[src/rtl/reg_scoreboard_if.sv]
// Issue/writeback bus between the decode stage and the register scoreboard.
//   master : decode side; drives issue, source, writeback and flush signals.
//   slave  : scoreboard side; returns stall, issue_ok, pending and stall_cycles.
interface reg_scoreboard_if;
  logic        issue_valid;
  logic        issue_wr;
  logic [2:0]  issue_wrsel;
  logic        src1_use;
  logic [2:0]  src1_sel;
  logic        src2_use;
  logic [2:0]  src2_sel;
  logic        wb_write;
  logic [2:0]  wb_sel;
  logic        flush;
  logic        stall;
  logic        issue_ok;
  logic [7:0]  pending;
  logic [15:0] stall_cycles;

  modport master (
    output issue_valid, issue_wr, issue_wrsel,
    output src1_use, src1_sel, src2_use, src2_sel,
    output wb_write, wb_sel, flush,
    input  stall, issue_ok, pending, stall_cycles
  );

  modport slave (
    input  issue_valid, issue_wr, issue_wrsel,
    input  src1_use, src1_sel, src2_use, src2_sel,
    input  wb_write, wb_sel, flush,
    output stall, issue_ok, pending, stall_cycles
  );
endinterface

[src/rtl/reg_scoreboard.sv]
// Register scoreboard: tracks in-flight writes per architectural register and
// stalls issue on read-after-write or counter-capacity hazards.
//   clk, rst         : clock and asynchronous active-low reset
//   bus (slave)      : issue/source/writeback/flush in; stall, issue_ok
//                      (combinational), pending, stall_cycles (registered) out
module reg_scoreboard #(
  parameter int unsigned CNT_W = 2
) (
  input  logic          clk,
  input  logic          rst,
  reg_scoreboard_if.slave bus
);

  localparam int unsigned NREG = 8;
  localparam int unsigned SC_W = 16;
  localparam logic [CNT_W-1:0] MAXC = {CNT_W{1'b1}};
  localparam logic [SC_W-1:0]  SC_MAX = {SC_W{1'b1}};

  logic [CNT_W-1:0] cnt_q [NREG];
  logic [CNT_W-1:0] cnt_d [NREG];
  logic [NREG-1:0]  pending_q;
  logic [NREG-1:0]  pending_d;
  logic [SC_W-1:0]  stall_cycles_q;
  logic [NREG-1:0]  inc;
  logic [NREG-1:0]  dec;
  logic             haz;
  logic             full;
  logic             stall;
  logic             issue_ok;

  // Hazard detection; no writeback bypass since the regfile returns the old value.
  always_comb begin
    haz      = (bus.src1_use && (cnt_q[bus.src1_sel] != '0)) ||
               (bus.src2_use && (cnt_q[bus.src2_sel] != '0));
    full     = bus.issue_wr && (cnt_q[bus.issue_wrsel] == MAXC);
    stall    = bus.issue_valid && !bus.flush && (haz || full);
    issue_ok = bus.issue_valid && !stall;
  end

  // Per-register increment/decrement strobes; writeback to an idle register is dropped.
  always_comb begin
    inc = '0;
    dec = '0;
    for (int i = 0; i < NREG; i++) begin
      inc[i] = issue_ok && bus.issue_wr && !bus.flush && (bus.issue_wrsel == 3'(i));
      dec[i] = bus.wb_write && (bus.wb_sel == 3'(i)) && (cnt_q[i] != '0);
    end
  end

  // Next counter values; flush overrides everything.
  always_comb begin
    pending_d = '0;
    for (int i = 0; i < NREG; i++) begin
      cnt_d[i] = cnt_q[i];
      if (bus.flush)
        cnt_d[i] = '0;
      else if (inc[i] && !dec[i])
        cnt_d[i] = cnt_q[i] + CNT_W'(1);
      else if (dec[i] && !inc[i])
        cnt_d[i] = cnt_q[i] - CNT_W'(1);
      pending_d[i] = (cnt_d[i] != '0);
    end
  end

  // State registers.
  always_ff @(posedge clk or negedge rst) begin
    if (!rst) begin
      for (int i = 0; i < NREG; i++) cnt_q[i] <= '0;
      pending_q      <= '0;
      stall_cycles_q <= '0;
    end else begin
      for (int i = 0; i < NREG; i++) cnt_q[i] <= cnt_d[i];
      pending_q <= pending_d;
      if (stall && (stall_cycles_q != SC_MAX))
        stall_cycles_q <= stall_cycles_q + SC_W'(1);
    end
  end

  assign bus.stall        = stall;
  assign bus.issue_ok     = issue_ok;
  assign bus.pending      = pending_q;
  assign bus.stall_cycles = stall_cycles_q;

endmodule

[src/flat_wrapper.sv]
// flat-port wrapper written by rule: the top's interface ports become plain ports
module reg_scoreboard_flat 
#(
  parameter int unsigned CNT_W = 2
)
  (clk, rst, bus_issue_valid, bus_issue_wr, bus_issue_wrsel, bus_src1_use, bus_src1_sel, bus_src2_use, bus_src2_sel, bus_wb_write, bus_wb_sel, bus_flush, bus_stall, bus_issue_ok, bus_pending, bus_stall_cycles);
  reg_scoreboard_if bus_i ();
  input  logic clk;
  input  logic rst;
  input wire logic [$bits(bus_i.issue_valid)-1:0] bus_issue_valid;
  input wire logic [$bits(bus_i.issue_wr)-1:0] bus_issue_wr;
  input wire logic [$bits(bus_i.issue_wrsel)-1:0] bus_issue_wrsel;
  input wire logic [$bits(bus_i.src1_use)-1:0] bus_src1_use;
  input wire logic [$bits(bus_i.src1_sel)-1:0] bus_src1_sel;
  input wire logic [$bits(bus_i.src2_use)-1:0] bus_src2_use;
  input wire logic [$bits(bus_i.src2_sel)-1:0] bus_src2_sel;
  input wire logic [$bits(bus_i.wb_write)-1:0] bus_wb_write;
  input wire logic [$bits(bus_i.wb_sel)-1:0] bus_wb_sel;
  input wire logic [$bits(bus_i.flush)-1:0] bus_flush;
  output wire logic [$bits(bus_i.stall)-1:0] bus_stall;
  output wire logic [$bits(bus_i.issue_ok)-1:0] bus_issue_ok;
  output wire logic [$bits(bus_i.pending)-1:0] bus_pending;
  output wire logic [$bits(bus_i.stall_cycles)-1:0] bus_stall_cycles;
  assign bus_i.issue_valid = bus_issue_valid;
  assign bus_i.issue_wr = bus_issue_wr;
  assign bus_i.issue_wrsel = bus_issue_wrsel;
  assign bus_i.src1_use = bus_src1_use;
  assign bus_i.src1_sel = bus_src1_sel;
  assign bus_i.src2_use = bus_src2_use;
  assign bus_i.src2_sel = bus_src2_sel;
  assign bus_i.wb_write = bus_wb_write;
  assign bus_i.wb_sel = bus_wb_sel;
  assign bus_i.flush = bus_flush;
  assign bus_stall = bus_i.stall;
  assign bus_issue_ok = bus_i.issue_ok;
  assign bus_pending = bus_i.pending;
  assign bus_stall_cycles = bus_i.stall_cycles;
  reg_scoreboard #(.CNT_W(CNT_W)) u_core (.clk(clk), .rst(rst), .bus(bus_i));
endmodule
[config.mk]
export PLATFORM = sky130hd
export DESIGN_NAME = reg_scoreboard_flat
export DESIGN_NICKNAME = d
export VERILOG_FILES = /design/src/rtl/reg_scoreboard_if.sv /design/src/rtl/reg_scoreboard.sv /design/src/flat_wrapper.sv
export SDC_FILE = /design/constraint.sdc
export NUM_CORES = 1
export LEC_CHECK = 0
export ABC_AREA = 1
export CAP_MARGIN = 20
export CORE_UTILIZATION = 30
export DETAILED_ROUTE_END_ITERATION = 6
export PLACE_DENSITY = 0.55
export SLEW_MARGIN = 20
export SYNTH_ARGS = -nofsm -noshare
export SYNTH_HDL_FRONTEND = slang
export SYNTH_SLANG_ARGS = --single-unit
[constraint.sdc]
create_clock -name clk -period 2.6 [get_ports clk]
set_input_delay 0.78 -clock clk [delete_from_list [all_inputs] [get_ports clk]]
set_output_delay 0.78 -clock clk [all_outputs]
set_load 0.02 [all_outputs]
### Word level (Yosys, flattened, before mapping)

Index checks and enable logic that the tools add are counted.

| storage, ports and cells | value |
|---|---|
| output and inout bits | 26 |
| register bits after elaboration | 40 |
| bits of input ports | 20 |

| cells by class | value |
|---|---|
| bitwise gates (word level) | 3 |
| magnitude comparators | 3 |
| reductions and logical operators | 89 |
| mux-type cells | 33 |
| add/sub/neg operators | 17 |
| eq/ne operators | 16 |

Operators with widths:

| cell | count |
|---|---|
| 2-bit 2-to-1 mux | 30 |
| 1-bit logical AND | 49 |
| 2-bit nonzero test | 18 |
| 3-bit == test (second input constant) | 8 |
| 2-bit binary-select mux with 3-bit select | 3 |
| 1-bit zero test | 18 |
| 16-bit by 1-bit adder with 16-bit output (second input constant) | 1 |
| 2-bit by 1-bit adder with 2-bit output (second input constant) | 8 |
| 16-bit inequality test (second input constant) | 1 |
| 2-bit by 1-bit subtractor with 2-bit output (second input constant) | 8 |
| 3-bit by 2-bit == test with 1-bit output (second input constant) | 4 |
| 4-bit >= comparator (second input constant) | 3 |
| 3-bit inverter with 4-bit output | 3 |
| 3-bit by 1-bit == test with 1-bit output (second input constant) | 2 |
| 3-bit zero test | 2 |
| 2-bit == test (second input constant) | 1 |
| 1-bit logical OR | 2 |

### Longest topological paths before layout

| depth | value |
|---|---|
| depth in word-level cells | 20 |
| depth in mapped cells | 18 |

### Least setup slack after synthesis

Ideal clock, no wire load.

| timing | value |
|---|---|
| path type | input to output |
| from | input port bus_issue_wrsel[0] |
| to | output port bus_issue_ok |
| arrival | 1.871 ns |
| path buffers | 1 |
| cell stages on the path | 12 |
| setup slack | -0.051 ns |
| required time | 1.820 ns |
| path through | buf_6 > nand2_1 > nand2_1 > nand2_1 > nand2_1 > nand2_1 > nand2_1 > nand2_1 > nor2_2 > nor2_1 > nor3_4 > nor2_1 |

| on the way | value |
|---|---|
| longest elaborated chain between the ends | 10 |

Ends and longest elaborated chain:

| what | line | text |
|---|---|---|
| from (decl) | flat_wrapper.sv:12 | `input wire logic [$bits(bus_i.issue_wrsel)-1:0] bus_issue_wrsel;` |
| 3-bit inverter with 4-bit output (not written as such) | reg_scoreboard.sv:35 | `full = bus.issue_wr && (cnt_q[bus.issue_wrsel] == MAXC);` |
| 2-bit binary-select mux with 3-bit select | reg_scoreboard.sv:35 |  |
| 2-bit 2-to-1 mux (not written as such) (2 in series) | reg_scoreboard.sv:35 |  |
| 2-bit == test | reg_scoreboard.sv:35 |  |
| 1-bit logical AND | reg_scoreboard.sv:35 |  |
| 1-bit logical OR | reg_scoreboard.sv:36 | `stall = bus.issue_valid && !bus.flush && (haz \|\| full);` |
| 1-bit logical AND | reg_scoreboard.sv:36 |  |
| net bus_stall | flat_wrapper.sv:20 | `output wire logic [$bits(bus_i.stall)-1:0] bus_stall;` |
| 1-bit zero test | reg_scoreboard.sv:37 | `issue_ok = bus.issue_valid && !stall;` |
| 1-bit logical AND | reg_scoreboard.sv:37 |  |
| to (decl) | flat_wrapper.sv:21 | `output wire logic [$bits(bus_i.issue_ok)-1:0] bus_issue_ok;` |

The timed path passes the listed nets, and every way through them passes these cells. The select of a mux whose other input is x is not followed.

### Final worst setup path

| timing | value |
|---|---|
| from | input port bus_issue_wrsel[2] |
| to | output port bus_issue_ok |

| on the way | value |
|---|---|
| longest elaborated chain between the ends | 10 |

Ends and longest elaborated chain:

| what | line |
|---|---|
| 3-bit inverter with 4-bit output (not written as such) | reg_scoreboard.sv:35 |
| 2-bit binary-select mux with 3-bit select | reg_scoreboard.sv:35 |
| 2-bit 2-to-1 mux (not written as such) (2 in series) | reg_scoreboard.sv:35 |
| 2-bit == test | reg_scoreboard.sv:35 |
| 1-bit logical AND | reg_scoreboard.sv:35 |
| 1-bit logical OR | reg_scoreboard.sv:36 |
| 1-bit logical AND | reg_scoreboard.sv:36 |
| 1-bit zero test | reg_scoreboard.sv:37 |
| 1-bit logical AND | reg_scoreboard.sv:37 |

No other way between the ends. The select of a mux whose other input is x is not followed.

==> run summary <==
result of the run: finished, violations left
violated checks: setup timing
Crit path arrival time: 1930 ps
area post-placement: 3620 um^2
Power, Total: 2.19 mW
GPL Wtd Cong: 0.839
FF+latch count, synth: 40
combinational power share: 0.410
number of distinct library cells after synthesis: 23
total number of H-tree levels: 2
number of I/O pins: 46
final critical delay including setup and external delays: 2710 ps
gate count after technology mapping: 421
per-cell routed wire length: 12.2 um
Synth Net Count: 450
peak supply drop: 0.441 mV
maximum clock skew at final layout: 7.97 ps
number of nets at the end of the flow: 538
post-synthesis instance area: 2800 um^2
ANT nets after route: 0
switching power as a share of total power: 0.382
global-route usage over all layers: 0.164
actual slew at the worst max-slew pin: 528 ps
Post-Place Cells: 603
largest cells by area after synthesis: sky130_fd_sc_hd__dfrtp_1, sky130_fd_sc_hd__nand2_1, sky130_fd_sc_hd__nand3_1
DRC violation count after routing: 0
worst min path class: in -> async
num rows: 34
areal power density over the cells: 562 nW/um^2
Finished Layout Cells: 620
Initial Util: 0.315
Total Die Area: 9720 um^2
met1 usage: 0.190
CP Data Required Time: 1820 ps
die height: 98.6 um
Final setup viols: 2
commonest non-fill, non-tap cell in the layout: sky130_fd_sc_hd__nand2_1
Internal: 1.35 mW
placement-stage worst setup slack: -1080 ps
DRC violation total after the first TritonRoute iteration: 151
CTS tree: yes
routed vias: 2923
clock tree root buffer cell: sky130_fd_sc_hd__clkbuf_8
pin count of the biggest net entering global routing: 41
met3 routing resource usage after global routing: 0.0369
Clk pin slew, worst setup/hold paths: 80 ps
commonest cells after routing, fill and taps aside: sky130_fd_sc_hd__nand2_1, sky130_fd_sc_hd__inv_1, sky130_fd_sc_hd__nand3_1
overall routed net length: 7.56 mm
Critical Path End Type: output pin
worst rel slew slack: 0.648
Critical Path Source Type: primary input
maximum net fanout on the critical path: 5
RSZ-0062 raised after global routing: yes
via count of the first global-routing pass: 2907
GR Util met2: 0.300
Congestion Overflow GR: 0
share of power burned in registers: 0.386
post-route cell area: 3890 um^2
DR vias/cell: 4.71
Leak Pwr: 2.09 nW
TritonRoute pass-1 iters: 4
period utilization: 1.04
share of post-route cells with drive strength above 1: 0.180
clk buf depth: 2
Yosys top cell area share: 0.358
layer carrying the most global-route usage: met2
buffers added on ports: 45
synthesis-to-layout area growth: 39.0%
later-pin clock latency in the skew report: 300 ps
cell type with the highest aggregate area in the netlist: sky130_fd_sc_hd__dfrtp_1
total of warnings raised by yosys: 0
achievable frequency: 369 MHz
setup ws final: -108 ps
count of filler cells inserted in the layout: 908
crit path kind: in -> out
register area share after synthesis: 0.358
clk sink count: 40
clock share of power: 0.204
max-slew violation total from the final report: 0
area of the placeable core: 8890 um^2
Switching Power: 836 uW
cells on worst reg2reg path: 15
total clock buffers created by CTS: 5
final hold violation count: 0
number of max-cap violations: 0
horizontal die dimension: 98.6 um
initial antenna violation count: 2
average cell area after synthesis: 6.65 um^2
first-pass GRT wire length: 12.8 mm
DP HPWL: 5.87 mm
## cell type report
cell class	instances	area (um^2)	share of cell area
Tap cell	108	135	0.0347
Multi-Input combinational cell	304	1580	0.406
Timing Repair Buffer	86	802	0.206
Sequential cell	40	1000	0.257
Clock buffer	6	82.6	0.0212
Clock inverter	2	10.0	0.00257
Antenna cell	2	5.00	0.00129
Inverter	72	275	0.0708
## power groups by stage
stage	logic, mW	clock network, mW	registers, mW
floorplan	0.392	0	0.933
global placement	0.853	0	0.852
detailed placement	0.866	0	0.849
CTS	0.892	0.462	0.840
global route	1.00	0.481	0.861
finish	0.896	0.446	0.844
## critical path, cell delays in order
cell                            delay (ps)
sky130_fd_sc_hd__dlygate4sd2_1         370
sky130_fd_sc_hd__inv_1                 120
sky130_fd_sc_hd__nand2_2               100
sky130_fd_sc_hd__inv_2                  40
sky130_fd_sc_hd__nor2_4                110
sky130_fd_sc_hd__nor2_4                 50
sky130_fd_sc_hd__nor3_4                150
sky130_fd_sc_hd__nor2_2                 70
sky130_fd_sc_hd__buf_6                 130
## cells in the mapped netlist
cell	n
sky130_fd_sc_hd__nand4_1	6
sky130_fd_sc_hd__inv_2	1
sky130_fd_sc_hd__ha_1	9
sky130_fd_sc_hd__nor2_4	2
sky130_fd_sc_hd__nor3_4	1
sky130_fd_sc_hd__nand3b_1	10
sky130_fd_sc_hd__nand2_1	153
sky130_fd_sc_hd__dfrtp_1	40
sky130_fd_sc_hd__nor2_2	3
sky130_fd_sc_hd__nand2_2	1
sky130_fd_sc_hd__nor3_1	15
sky130_fd_sc_hd__o21ai_1	1
sky130_fd_sc_hd__buf_4	1
sky130_fd_sc_hd__inv_1	70
sky130_fd_sc_hd__buf_6	3
sky130_fd_sc_hd__xor2_1	12
sky130_fd_sc_hd__buf_1	1
sky130_fd_sc_hd__o21ai_0	6
sky130_fd_sc_hd__clkinv_1	1
sky130_fd_sc_hd__nor4_1	1
sky130_fd_sc_hd__xnor2_1	2
sky130_fd_sc_hd__nor2_1	25
sky130_fd_sc_hd__nand3_1	57
## metal layers
layer  wire length (um)  part of all wire  vias up
met2               3650              0.48       68
met4                182             0.024        0
met3                424             0.056       16
met1               3310              0.44     1350
li1                   -                 -     1489
met5                  0                 0        -
## path summary, 6_finish.rpt
kind,startpoint,end,slack (ps)
max in group asynchronous,rst,u_core.bus.pending[0]$_DFF_PN0_,1690
worst max-delay path,bus_issue_wrsel[2],bus_issue_ok,-110
min in group clk,u_core.bus.stall_cycles[6]$_DFFE_PN0P_,u_core.bus.stall_cycles[6]$_DFFE_PN0P_,520
worst min register to register,u_core.bus.stall_cycles[6]$_DFFE_PN0P_,u_core.bus.stall_cycles[6]$_DFFE_PN0P_,520
worst min-delay path,rst,u_core.cnt_q[8]$_DFF_PN0_,520
worst max register to register,u_core.cnt_q[0]$_DFF_PN0_,u_core.bus.pending[4]$_DFF_PN0_,400
## flip-flops by register name, indices dropped and copies added (netlist names)
| register | count |
|---|---|
| u_core.bus.pending | 8 |
| u_core.cnt_q | 16 |
| u_core.bus.stall_cycles | 16 |
## per-stage QoR
step / hold slack (ps) / TNS (ps) / utilization
2_1_floorplan: 484 / -5.95 / -
4_1_cts: 528 / -308 / 0.430
3_5_place_dp: 507 / -13640 / 0.407
3_3_place_gp: 506 / -13340 / 0.407
5_1_grt: 552 / -380 / 0.437
6_report: 519 / -196 / 0.437
## what timing repair did
action	CTS	global route
setup endpoints to repair	13	26
cloned	0	1
setup buffers	8	2
pin swaps	10	22
hold buffers	0	0
gates resized for setup	55	19
## kinds of logic (layout without fill, tap and decap cells)
family / after synthesis / after routing / share of synthesized area
AND/OR/NAND/NOR: 274 / 274 / 0.433
buffers and inverters: 77 / 166 / 0.113
flip-flops: 40 / 40 / 0.358
XOR/XNOR: 14 / 14 / 0.0438
adder cells (fa/ha/maj): 9 / 9 / 0.0403
AO/OA/AOI/OAI: 7 / 7 / 0.0125
other: 0 / 2 / 0
No activity file was read; power rests on OpenSTA's default activity.
